## config.mk

```make
export PLATFORM = sky130hd
export DESIGN_NAME = switch_sched_rr
export DESIGN_NICKNAME = d
export VERILOG_FILES = /design/src/rtl/switch_sched_rr.sv
export SDC_FILE = /design/constraint.sdc
export NUM_CORES = 1
export LEC_CHECK = 0
export ABC_CLOCK_PERIOD_IN_PS = 9100
export BUFFER_PORTS_ARGS = -buffer_cell sky130_fd_sc_hd__buf_2
export CORE_MARGIN = 1
export CORE_UTILIZATION = 55
export CTS_CLUSTER_DIAMETER = 150
export DETAILED_ROUTE_END_ITERATION = 8
export PLACE_DENSITY = 0.76
export RECOVER_POWER = 100
export SKIP_LAST_GASP = 1
export SLEW_MARGIN = 20
export SYNTH_ARGS = -nofsm -noshare
export SYNTH_HDL_FRONTEND = slang
export SYNTH_SLANG_ARGS = --single-unit
```

## constraint.sdc

```tcl
create_clock -name clk -period 9.1 [get_ports clk]
set_clock_uncertainty 0.1 [all_clocks]
set_input_delay 0.455 -clock clk [delete_from_list [all_inputs] [get_ports clk]]
set_output_delay 0.455 -clock clk [all_outputs]
set_load 0.02 [all_outputs]
```

## src/rtl/switch_sched_rr.sv

```systemverilog
`default_nettype none
// ============================================================================
//  Module      : switch_sched_rr
//  Description : N-port crossbar scheduler with a round-robin arbiter per output;
//                multi-word packets hold their crossbar path until the last word.
//  Revision    : 1.0 - initial release
// ============================================================================
module switch_sched_rr #(
    parameter int NPORTS = 4,
    parameter int DATA_W = 8,
    parameter int LEN_W  = 3,
    localparam int DEST_W = $clog2(NPORTS + 1),
    localparam int SEL_W  = $clog2(NPORTS)
) (
    input  logic                     clk,
    input  logic                     reset,
    input  logic [NPORTS*DATA_W-1:0] data,
    input  logic [NPORTS-1:0]        empty,
    output logic [NPORTS-1:0]        rdreq,
    output logic [NPORTS*SEL_W-1:0]  sel,
    output logic [NPORTS-1:0]        en
);

    localparam logic [1:0]        c_IDLE     = 2'd0;
    localparam logic [1:0]        c_FWD      = 2'd1;
    localparam logic [1:0]        c_DROP     = 2'd2;
    localparam logic [LEN_W:0]    c_CNT_ONE  = (LEN_W+1)'(1);
    localparam logic [DEST_W-1:0] c_DEST_MAX = DEST_W'(NPORTS);
    localparam logic [SEL_W-1:0]  c_SEL_LAST = SEL_W'(NPORTS - 1);

    logic [1:0]        r_in_state   [NPORTS];
    logic [1:0]        w_in_state_nxt [NPORTS];
    logic [LEN_W:0]    r_cnt        [NPORTS];
    logic [LEN_W:0]    w_cnt_nxt    [NPORTS];
    logic [NPORTS-1:0] r_out_busy;
    logic [NPORTS-1:0] w_out_busy_nxt;
    logic [SEL_W-1:0]  r_out_src    [NPORTS];
    logic [SEL_W-1:0]  w_out_src_nxt [NPORTS];
    logic [SEL_W-1:0]  r_ptr        [NPORTS];
    logic [SEL_W-1:0]  w_ptr_nxt    [NPORTS];

    logic [DEST_W-1:0] w_dest       [NPORTS];
    logic [LEN_W-1:0]  w_len        [NPORTS];
    logic [LEN_W:0]    w_len_eff    [NPORTS];
    logic [NPORTS-1:0] w_valid;
    logic [NPORTS-1:0] w_idle_rdy;
    logic [NPORTS-1:0] w_pop;
    logic [NPORTS-1:0] w_last;
    logic [NPORTS-1:0] w_req        [NPORTS];
    logic [NPORTS-1:0] w_gnt_vld;
    logic [SEL_W-1:0]  w_gnt_idx    [NPORTS];
    logic [SEL_W-1:0]  w_scan_idx;
    logic              w_unused_data;

    // Payload bits above the header fields are never decoded here.
    assign w_unused_data = ^data;

    function automatic logic [SEL_W-1:0] f_wrap(input int v);
        return (v >= NPORTS) ? SEL_W'(v - NPORTS) : SEL_W'(v);
    endfunction

    generate
        for (genvar i = 0; i < NPORTS; i++) begin : g_in
            assign w_dest[i]     = data[i*DATA_W +: DEST_W];
            assign w_len[i]      = data[i*DATA_W + DEST_W +: LEN_W];
            assign w_len_eff[i]  = (w_len[i] == '0) ? c_CNT_ONE : {1'b0, w_len[i]};
            assign w_valid[i]    = (w_dest[i] != '0) && (w_dest[i] <= c_DEST_MAX);
            assign w_idle_rdy[i] = (r_in_state[i] == c_IDLE) && !empty[i];
            // Outputs are gated by reset so nothing pulses in the cycle reset rises.
            assign w_pop[i]      = (r_in_state[i] != c_IDLE) && !empty[i] && !reset;
            assign w_last[i]     = w_pop[i] && (r_cnt[i] == c_CNT_ONE);
            assign rdreq[i]      = w_pop[i];
        end

        for (genvar j = 0; j < NPORTS; j++) begin : g_out
            assign en[j] = r_out_busy[j] && !empty[r_out_src[j]] && !reset;
            assign sel[j*SEL_W +: SEL_W] = reset ? '0 : r_out_src[j];
        end
    endgenerate

    always_comb begin
        w_scan_idx = '0;
        for (int j = 0; j < NPORTS; j++) begin
            w_gnt_vld[j] = 1'b0;
            w_gnt_idx[j] = '0;
            for (int i = 0; i < NPORTS; i++) begin
                w_req[j][i] = w_idle_rdy[i] && w_valid[i] && (w_dest[i] == DEST_W'(j + 1));
            end
            // Scan starting at the pointer; first hit wins.
            for (int k = 0; k < NPORTS; k++) begin
                w_scan_idx = f_wrap(int'(r_ptr[j]) + k);
                if (!r_out_busy[j] && !w_gnt_vld[j] && w_req[j][w_scan_idx]) begin
                    w_gnt_vld[j] = 1'b1;
                    w_gnt_idx[j] = w_scan_idx;
                end
            end
        end
    end

    always_comb begin
        w_in_state_nxt = r_in_state;
        w_cnt_nxt      = r_cnt;
        w_out_busy_nxt = r_out_busy;
        w_out_src_nxt  = r_out_src;
        w_ptr_nxt      = r_ptr;
        for (int i = 0; i < NPORTS; i++) begin
            if (w_pop[i]) begin
                w_cnt_nxt[i] = r_cnt[i] - c_CNT_ONE;
                if (w_last[i]) w_in_state_nxt[i] = c_IDLE;
            end else if (w_idle_rdy[i] && !w_valid[i]) begin
                w_in_state_nxt[i] = c_DROP;
                w_cnt_nxt[i]      = w_len_eff[i];
            end
        end
        for (int j = 0; j < NPORTS; j++) begin
            if (r_out_busy[j] && w_last[r_out_src[j]]) begin
                w_out_busy_nxt[j] = 1'b0;
                w_out_src_nxt[j]  = '0;
            end
            // Grants only go to free outputs and idle inputs, so they never collide
            // with the release/pop updates above.
            if (w_gnt_vld[j]) begin
                w_out_busy_nxt[j]             = 1'b1;
                w_out_src_nxt[j]              = w_gnt_idx[j];
                w_ptr_nxt[j]                  = (w_gnt_idx[j] == c_SEL_LAST) ? '0 : w_gnt_idx[j] + 1'b1;
                w_in_state_nxt[w_gnt_idx[j]] = c_FWD;
                w_cnt_nxt[w_gnt_idx[j]]      = w_len_eff[w_gnt_idx[j]];
            end
        end
    end

    always_ff @(posedge clk) begin
        if (reset) begin
            r_out_busy <= '0;
            for (int i = 0; i < NPORTS; i++) begin
                r_in_state[i] <= c_IDLE;
                r_cnt[i]      <= '0;
                r_out_src[i]  <= '0;
                r_ptr[i]      <= '0;
            end
        end else begin
            r_in_state <= w_in_state_nxt;
            r_cnt      <= w_cnt_nxt;
            r_out_busy <= w_out_busy_nxt;
            r_out_src  <= w_out_src_nxt;
            r_ptr      <= w_ptr_nxt;
        end
    end

endmodule
`default_nettype wire

```

# After elaboration in Yosys (flattened, before gate mapping)
# Index checks and enable logic that the tools add are counted.
dict set report totals {
  reg_bits 44
  inputBits 38
  output_inout_bits 16
  elab_cells 465
}
dict set report classes {
  addsub 36
  order_cmp 48
  eq_ne 24
  n_mux 184
  n_bitwise 16
  n_reduce_logical 137
}
# operator n
set op_table {}
lappend op_table {{$mux 2} 64}
lappend op_table {{$logic_and 1x1->1} 88}
lappend op_table {{$mux 4} 20}
lappend op_table {{$bwmux 16} 4}
lappend op_table {{$mux 16} 4}
lappend op_table {{$lt 2x3->1 const B} 20}
lappend op_table {{$bmux 1 s2} 24}
lappend op_table {{$ge 3x3->1 const B} 16}
lappend op_table {{$mux 1} 48}
lappend op_table {{$bmux 4 s2} 4}
lappend op_table {{$demux 4 s2} 4}
lappend op_table {{$mux 8} 4}
lappend op_table {{$sub 2x1->2 const B} 16}
lappend op_table {{$logic_not 1->1} 29}
lappend op_table {{$add 2x2->3 const B} 8}
lappend op_table {{$eq 3x2->1 const B} 8}
lappend op_table {{$and 4x4->4} 4}
lappend op_table {{$demux 2 s2} 4}
lappend op_table {{$eq 4x1->1 const B} 4}
lappend op_table {{$not 4->4} 4}
lappend op_table {{$or 4x4->4} 4}
lappend op_table {{$reduce_bool 2->1} 8}
lappend op_table {{$sub 4x1->4 const B} 4}
lappend op_table {{$add 2x1->3 const B} 4}
lappend op_table {{12 further kinds} 48}

# Depth between registers and ports, before layout
# Gate-level depths: netlist (run 1).
dict set report depth {
  depth_word 34
  ltp_mapped 16
  ltp_nobuf 15
}

# Least setup slack after synthesis (run 1)
# OpenSTA, ideal clock, no wires.
dict set report synth_timing {
  path_kind {input to register}
  from {in data[8]}
  to {reg r_cnt[12] in the netlist's numbering}
  setup_time_ns 0.101
  arrival_time_ns 3.622
  required_ns 8.899
  slack_ns 5.277
  cell_stages 15
  n_path_buf 2
  cell_sequence {nor2_1 > ha_1 > or4_4 > nor3_1 > o21ai_0 > mux2_2 > nor3_1 > buf_4 > clkinv_1 > ha_1 > and2_1 > clkbuf_1 > a31oi_1 > a31oi_1 > o41ai_1}
}
dict set report synth_between {
  elab_chain_cells 33
  word_cells_on_any_way 160
  cone_classes {order compare: 9; eq/ne: 4; mux: 92; bitwise: 4; reduce/logical: 51}
}
# item line_no
set synth_rtl {}
lappend synth_rtl {{from (decl)} 17} ;# input logic [NPORTS*DATA_W-1:0] data,
lappend synth_rtl {{$le 3x3->1 / $reduce_bool 3->1 (equally long branches)} 67} ;# assign w_valid[i] = (w_dest[i] != '0) && (w_dest[i] <= c_DEST_MAX);
lappend synth_rtl {{$logic_and 1x1->1} 67}
lappend synth_rtl {{$logic_and 1x1->1 (2 in series)} 87} ;# w_req[j][i] = w_idle_rdy[i] && w_valid[i] && (w_dest[i] == DEST_W'(j + 1));
lappend synth_rtl {{$bmux 1 s2} 92} ;# if (!r_out_busy[j] && !w_gnt_vld[j] && w_req[j][w_scan_idx]) begin
lappend synth_rtl {{$mux 1 (implied by the code)} 92}
lappend synth_rtl {{$logic_and 1x1->1} 92}
lappend synth_rtl {{$mux 1} 92}
lappend synth_rtl {{$logic_not 1->1} 92}
lappend synth_rtl {{[16 not listed]} n/a}
lappend synth_rtl {{$bwmux 16} 127} ;# w_cnt_nxt[w_gnt_idx[j]] = w_len_eff[w_gnt_idx[j]];
lappend synth_rtl {{$mux 16} 122} ;# if (w_gnt_vld[j]) begin
lappend synth_rtl {{$bwmux 16} 127}
lappend synth_rtl {{$mux 16} 122}
lappend synth_rtl {{$bwmux 16} 127}
lappend synth_rtl {{$mux 16} 122}
lappend synth_rtl {{$bwmux 16} 127}
lappend synth_rtl {{$mux 16 (*)} 122}
lappend synth_rtl {{to (signal assigned)} 143} ;# r_cnt <= w_cnt_nxt;
lappend synth_rtl {{to (decl)} 33} ;# logic [LEN_W:0] r_cnt [NPORTS];
# Every way passes the cells marked *; elsewhere a longest branch is shown, timed or not. The select of a mux whose other input is x is not followed.
# A chain may end at the register's enable or synchronous reset.

# Final worst setup path (run 1)
dict set report layout_timing {
  from {in data[9]}
  to {reg r_cnt[12] in the netlist's numbering}
}
# The elaborated chain is that of the path after synthesis.

==> metrics, run 1 <==
status=complete, but fails checks; failing checks=capacitance limit, slew limit; RSZ-0062 raised after global routing=false; drt drc=0; Worst Path Max Fanout=12; critical-path cell list=clkbuf_1 > nor2_1 > ha_1 > or4_1 > nor3_1 > o21ai_0 > mux2_2 > nor3_1 > clkbuf_1 > clkinv_1 > ha_1 > and2_0 > a311oi_1 > a31oi_1 > a31oi_1 > o41ai_1; Routed Wire Length=13.8 mm; row count=32; Worst Setup End Kind=flip-flop; core area=0.00781 mm^2; ys flop type=dfxtp_1; ant diodes=0; Synth Area in Adders=7.80%; clk sinks=44; Post-Syn Area=0.00449 mm^2; crit path DAT=4.96 ns; FF+latch count, synth=44; critical path's largest stage delay=0.64 ns; Worst slew margin=-61.9%; starting utilization of the core area=57.6%; Final Hold Viols=0; minimum clock period=4.95 ns; GRT Total Usage=32.9%; Synth Area in Simple Gates=29.5%; Synth Area in XOR/XNOR=0.390%; Final setup viols=0; Seq/Total Area, Yosys=19.6%; Layout Cell Area excl Fill=0.00487 mm^2; Synth area leaders=dfxtp_1, ha_1, mux2i_1, nor2_1, mux4_2; Die Width=92.4 um; first-pass GRT wire length=22.0 mm; clk root buf=clkbuf_8; reg-to-reg slack, setup=4.59 ns; CTS tree=yes; worst hold path type=flip-flop to flip-flop; clock latency on the worst-skew pair=0.30 ns; # nets final=681; Routed Antenna Nets=0; Cell variety after synth=71; area delta synth->final=8.30%; Max clock buf depth=2; gr ovfl total=0; vias in the first global route=4380; mux cell area share after synthesis=15.7%; Mapped Nets=647; Syn. warnings=0; Pleak=1.95 nW; Worst-path clk slew=0.09 ns; CP Buf/Inv Count=3; area leader, netlist=dfxtp_1; post-CTS setup buffers=0; Resize count post-CTS=0; met1 usage=42.2%; Placed Area=0.00479 mm^2; Inserted Clock Buffers=5; share of cells above drive strength 1=12.5%; CP Data Required Time=9.11 ns; Setup CP Type=input pin to flip-flop; initial antenna violation count=0; PwrDens=117 mW/mm^2; Crit path max-delay family=simple AND/OR/NAND/NOR gates; I/O Buffers=45; Synth top area share=19.6%; IO Pins=54; Die Y=92.4 um; asr flop ratio synth=0%; Worst-Margin Slew=2.43 ns; period utilization=54.4%; syn_area_per_cell=7.74 um^2; GP Congestion=0.999; Max Freq=0.202 GHz; die area=0.00854 mm^2; Via Count=4759; setup TNS=0 ns; Final Util=62.3%; largest net degree at the start of global routing=60; dpl hpwl=10.4 mm; GRT busiest layer=met2; compound-gate portion of the synthesized area=22.3%; Post-synth EDFFs=0; fin. max-slew vios=60; met3 global-route usage=4.11%; post-DR vias/cell=6.63; # Max-Cap Violations=1; largest family of logic cells by synthesized area=simple AND/OR/NAND/NOR gates; hold buffers post-CTS=0; Cells after Synth=581; htree depth=2; Avg WL per Cell=19.2 um; Pre-antenna DRT Iters=5; maximum VDD drop=0.0927 mV; Critical Path Start Type=input pin; M2 GR Usage=56.4%; initial DRC count=324; CP max stage cell=or4_1
-- per-stage QoR --
stage               std cells  total power [mW]  setup slack [ns]  hold slack (ns)
finish                    718             0.568              4.15            0.398
detailed placement        710             0.415              4.43            0.387
floorplan                 581             0.359              5.28            0.360
global placement          710             0.410              4.56            0.379
CTS                       718             0.567              4.76            0.400
global route              718             0.601              3.90            0.419
-- final timing paths --
path                        end  cells after the start          start
setup reg to reg      r_cnt[12]                     13  r_in_state[5]
setup / recovery      r_cnt[12]                     16        data[9]
hold reg to reg   r_in_state[5]                      2  r_in_state[5]
hold / removal    r_in_state[5]                      2  r_in_state[5]
-- report_power, final --
part	internal [mW]	leakage, nW	switching [mW]
clock network	0.0816	0.0552	0.0714
registers	0.209	0.359	0.0207
logic	0.0738	1.53	0.111
total	0.364	1.95	0.203
-- sequential cells by signal, indices dropped and copies added, names as in the netlist --
register / cells
r_out_src: 8
r_cnt: 16
r_ptr: 8
r_out_busy: 4
r_in_state: 8
-- layer usage --
| metal | wire length [um] | part of all wire, % |
|---|---|---|
| met1 | 5770 | 42 |
| met2 | 6610 | 48 |
| met3 | 1030 | 7.5 |
| met4 | 373 | 2.7 |
| met5 | 0 | 0 |
-- kinds of logic (layout without fill, tap and decap cells) --
logic type      Yosys count  count (layout)
simple gates            254             254
compound gates          144             144
mux                      55              55
buf+inv                  54              89
flops                    44              44
fa+ha+maj                28              28
xor+xnor                  2               2
-- placed cells by master (no fill, tap or decap), drive strengths merged, types with 5 or more instances in the layout --
| master | instances |
|---|---|
| a21oi | 40 |
| a22oi | 7 |
| a31oi | 16 |
| and2 | 7 |
| and3 | 5 |
| buf | 32 |
| clkbuf | 24 |
| dfxtp | 44 |
| ha | 28 |
| inv | 30 |
| mux2 | 12 |
| mux2i | 32 |
| mux4 | 11 |
| nand2 | 50 |
| nand2b | 11 |
| nand3 | 16 |
| nand3b | 8 |
| nand4 | 8 |
| nor2 | 65 |
| nor2b | 13 |
| nor3 | 26 |
| nor3b | 8 |
| nor4 | 8 |
| o211ai | 6 |
| o21a | 5 |
| o21ai | 13 |
| o21ba | 5 |
| o22ai | 6 |
| or3 | 12 |
| or4 | 8 |
-- tightest hold or removal path: cells and delay by family, from the launching register on --
| kind | cells | cell delay, ns |
|---|---|---|
| flip-flops | 1 | 0.34 |
| AND/OR/NAND/NOR | 1 | 0.06 |
| AO/OA/AOI/OAI | 1 | 0.05 |
-- final cells by class --
| class | instances | area, um^2 |
|---|---|---|
| clock inverters | 2 | 35.0 |
| repair buffers | 50 | 235 |
| flip-flops and latches | 44 | 881 |
| fillers | 733 | 2940 |
| clock buffers | 6 | 72.6 |
| well taps | 102 | 128 |
| inverters | 31 | 116 |
| multi-input cells | 483 | 3400 |
-- synth_stat cells (3+ instances only) --
cell       number
nor2_1         65
nand2_1        50
dfxtp_1        44
a21oi_1        39
mux2i_1        32
inv_1          30
ha_1           28
nor3_1         24
clkbuf_1       19
a31oi_1        16
nand3_1        16
nor2b_1        13
mux2_2         12
o21ai_0        12
or3_1          12
nand2b_1       11
mux4_2         10
nand3b_1        8
nand4_1         8
nor3b_1         8
nor4_1          8
a22oi_1         7
and2_1          7
o211ai_1        6
o22ai_1         6
or4_1           6
and3_1          5
o21a_1          5
o21ba_2         5
a211oi_1        4
a221o_1         4
o31ai_1         4
a221oi_1        3
buf_2           3
o2111ai_1       3
o221ai_1        3
Note: power is estimated with default switching activity, not from simulation.
==> inputs of run 2 (changes only) <==
Settings changed: ABC_CLOCK_PERIOD_IN_PS 9100 to 5100.
Clock period 9.1 ns to 5.1 ns, I/O delays scaled along.
==> run 2 against run 1 <==
Compared with the run above: the flow still finishes with violations (capacitance limit, slew limit); final area is 1.1% higher; sequential power is 78% higher; count of clock-buffer cells in the layout stayed put; total power is 81% higher; critical path type unchanged; sequential share of layout area is 0.20 points lower; register-to-register slack worse by 3.5 ns; routed wire length is 4.0% higher; largest cell class unchanged; highest routed layer unchanged; global-route usage is 1.3 points higher; core utilization is 0.69 points higher.
==> metrics, run 2 (synthesis gave the netlist of run 1 again) <==
critical path's largest stage delay=0.55 ns; CP most frequent cell=ha_1; failing checks=capacitance limit, slew limit; worst setup margin=0.942 ns; row count=32; CP Data Required Time=5.09 ns; setup TNS=0 ns; RSZ-0062 raised after global routing=false; Setup CP Type=input pin to flip-flop; die area=0.00854 mm^2; IO Pins=54; Inserted Clock Buffers=5; Layout Cell Area excl Fill=0.00492 mm^2; Worst slew margin=-54.3%; PwrDens=209 mW/mm^2; number of flip-flops under the largest register name=16; area occupied by multi-input gates=0.00341 mm^2; ant diodes=0; Hold Path Depth=2; R2R depth=12; minimum clock period=4.16 ns; dpl hpwl=11.0 mm; vias in the first global route=4468; clk root buf=clkbuf_8; # Max-Cap Violations=1; dpl ws=0.814 ns; Pleak=1.98 nW; CP max stage cell=or4_1; drt drc=0; # nets final=687; largest register by flop count=r_cnt; Resize count post-CTS=0; Crit path max-delay family=compound AO/OA/AOI/OAI gates; Via Count=4787; GP Congestion=0.966; Routed Antenna Nets=0; htree depth=2; Worst-path clk slew=0.09 ns; crit path DAT=4.15 ns; Die Y=92.4 um; Critical Path Start Type=input pin; hold buffers post-CTS=0; gr ovfl total=0; I/O Buffers=45; Max Freq=0.241 GHz; Final Hold Viols=0; share of cells above drive strength 1=13.7%; Worst Path Max Fanout=9; Sequential Area=881 um^2; fin. max-slew vios=56; FILL cells=748; Hold WS=0.250 ns; reg-to-reg slack, setup=1.06 ns; post-CTS setup buffers=0; Worst Setup End Kind=flip-flop; first-pass GRT wire length=22.7 mm; worst hold path type=input pin to flip-flop; post-DR vias/cell=6.61; maximum VDD drop=0.137 mV; CP Buf/Inv Count=2; CTS tree=yes; status=complete, but fails checks; area delta synth->final=9.49%; GRT Total Usage=34.2%; starting utilization of the core area=57.6%; critical-path cell list=clkbuf_1 > nor2_1 > ha_1 > or4_1 > nor4_1 > o21ai_0 > nand3_1 > a221o_1 > a21o_1 > inv_1 > ha_1 > a221oi_1 > a21oi_1 > o211ai_1 > o32ai_1; period utilization=81.5%; Final setup viols=0; clock latency on the worst-skew pair=0.30 ns; initial DRC count=323; Routed Wire Length=14.3 mm; commonest non-fill, non-tap cell in the layout=nor2_1; initial antenna violation count=0; Avg WL per Cell=19.8 um; commonest cells after routing, fill and taps aside=nor2_1, nand2_1, dfxtp_1; Max clock buf depth=2; largest net degree at the start of global routing=56; Die Width=92.4 um; core area=0.00781 mm^2; Placed Area=0.00484 mm^2; Pre-antenna DRT Iters=5; Worst-Margin Slew=2.31 ns; critical path depth=15; clk sinks=44
run 2: changes by cell type in the layout (fill, tap and decap cells not counted), sizes merged:
cell / before / now
buf: 32 / 38
run 2: cell type report:
cell class | count | area share [%]
Tap cell | 102 | 2.59
Sequential cell | 44 | 17.9
Inverter | 31 | 2.36
Timing Repair Buffer | 56 | 5.75
Clock inverter | 2 | 0.712
Multi-Input combinational cell | 483 | 69.2
Clock buffer | 6 | 1.47
run 2: stage by stage:
stage               std cells  power (mW)  util (%)
floorplan                 581       0.641         -
global placement          716       0.740      61.9
detailed placement        716       0.752      61.9
CTS                       724        1.02      63.3
global route              724        1.08      63.0
finish                    724        1.03      63.0
run 2: worst paths after layout:
kind                 start             to
max               data[16]       r_cnt[8]
min                  reset  r_in_state[6]
max reg2reg  r_in_state[3]       r_cnt[8]
min reg2reg  r_in_state[3]  r_in_state[3]
run 2: power by group:
part	internal [mW]	switching, mW	total (mW)
Combinational	0.138	0.206	0.344
Clock	0.146	0.128	0.273
Sequential	0.373	0.0376	0.410
run 2: worst register-to-register path: stages, from the launching register on:
cell      delay (ns)
dfxtp_1         0.34
or4_1           0.66
nor4_1          0.53
o21ai_0         0.17
nand3_1         0.14
a221o_1         0.16
a21o_1          0.40
inv_1           0.18
ha_1            0.26
a221oi_1        0.50
a21oi_1         0.16
o211ai_1        0.11
o32ai_1         0.12
run 2: metal layers:
| layer | part of all wire [%] | up-vias | global-route usage [%] |
|---|---|---|---|
| met5 | 0 | - | 0 |
| met4 | 3.2 | 0 | 13.8 |
| met3 | 8.3 | 41 | 3.69 |
| met2 | 47 | 230 | 58.1 |
| met1 | 41 | 2248 | 44.1 |
| li1 | - | 2268 | - |
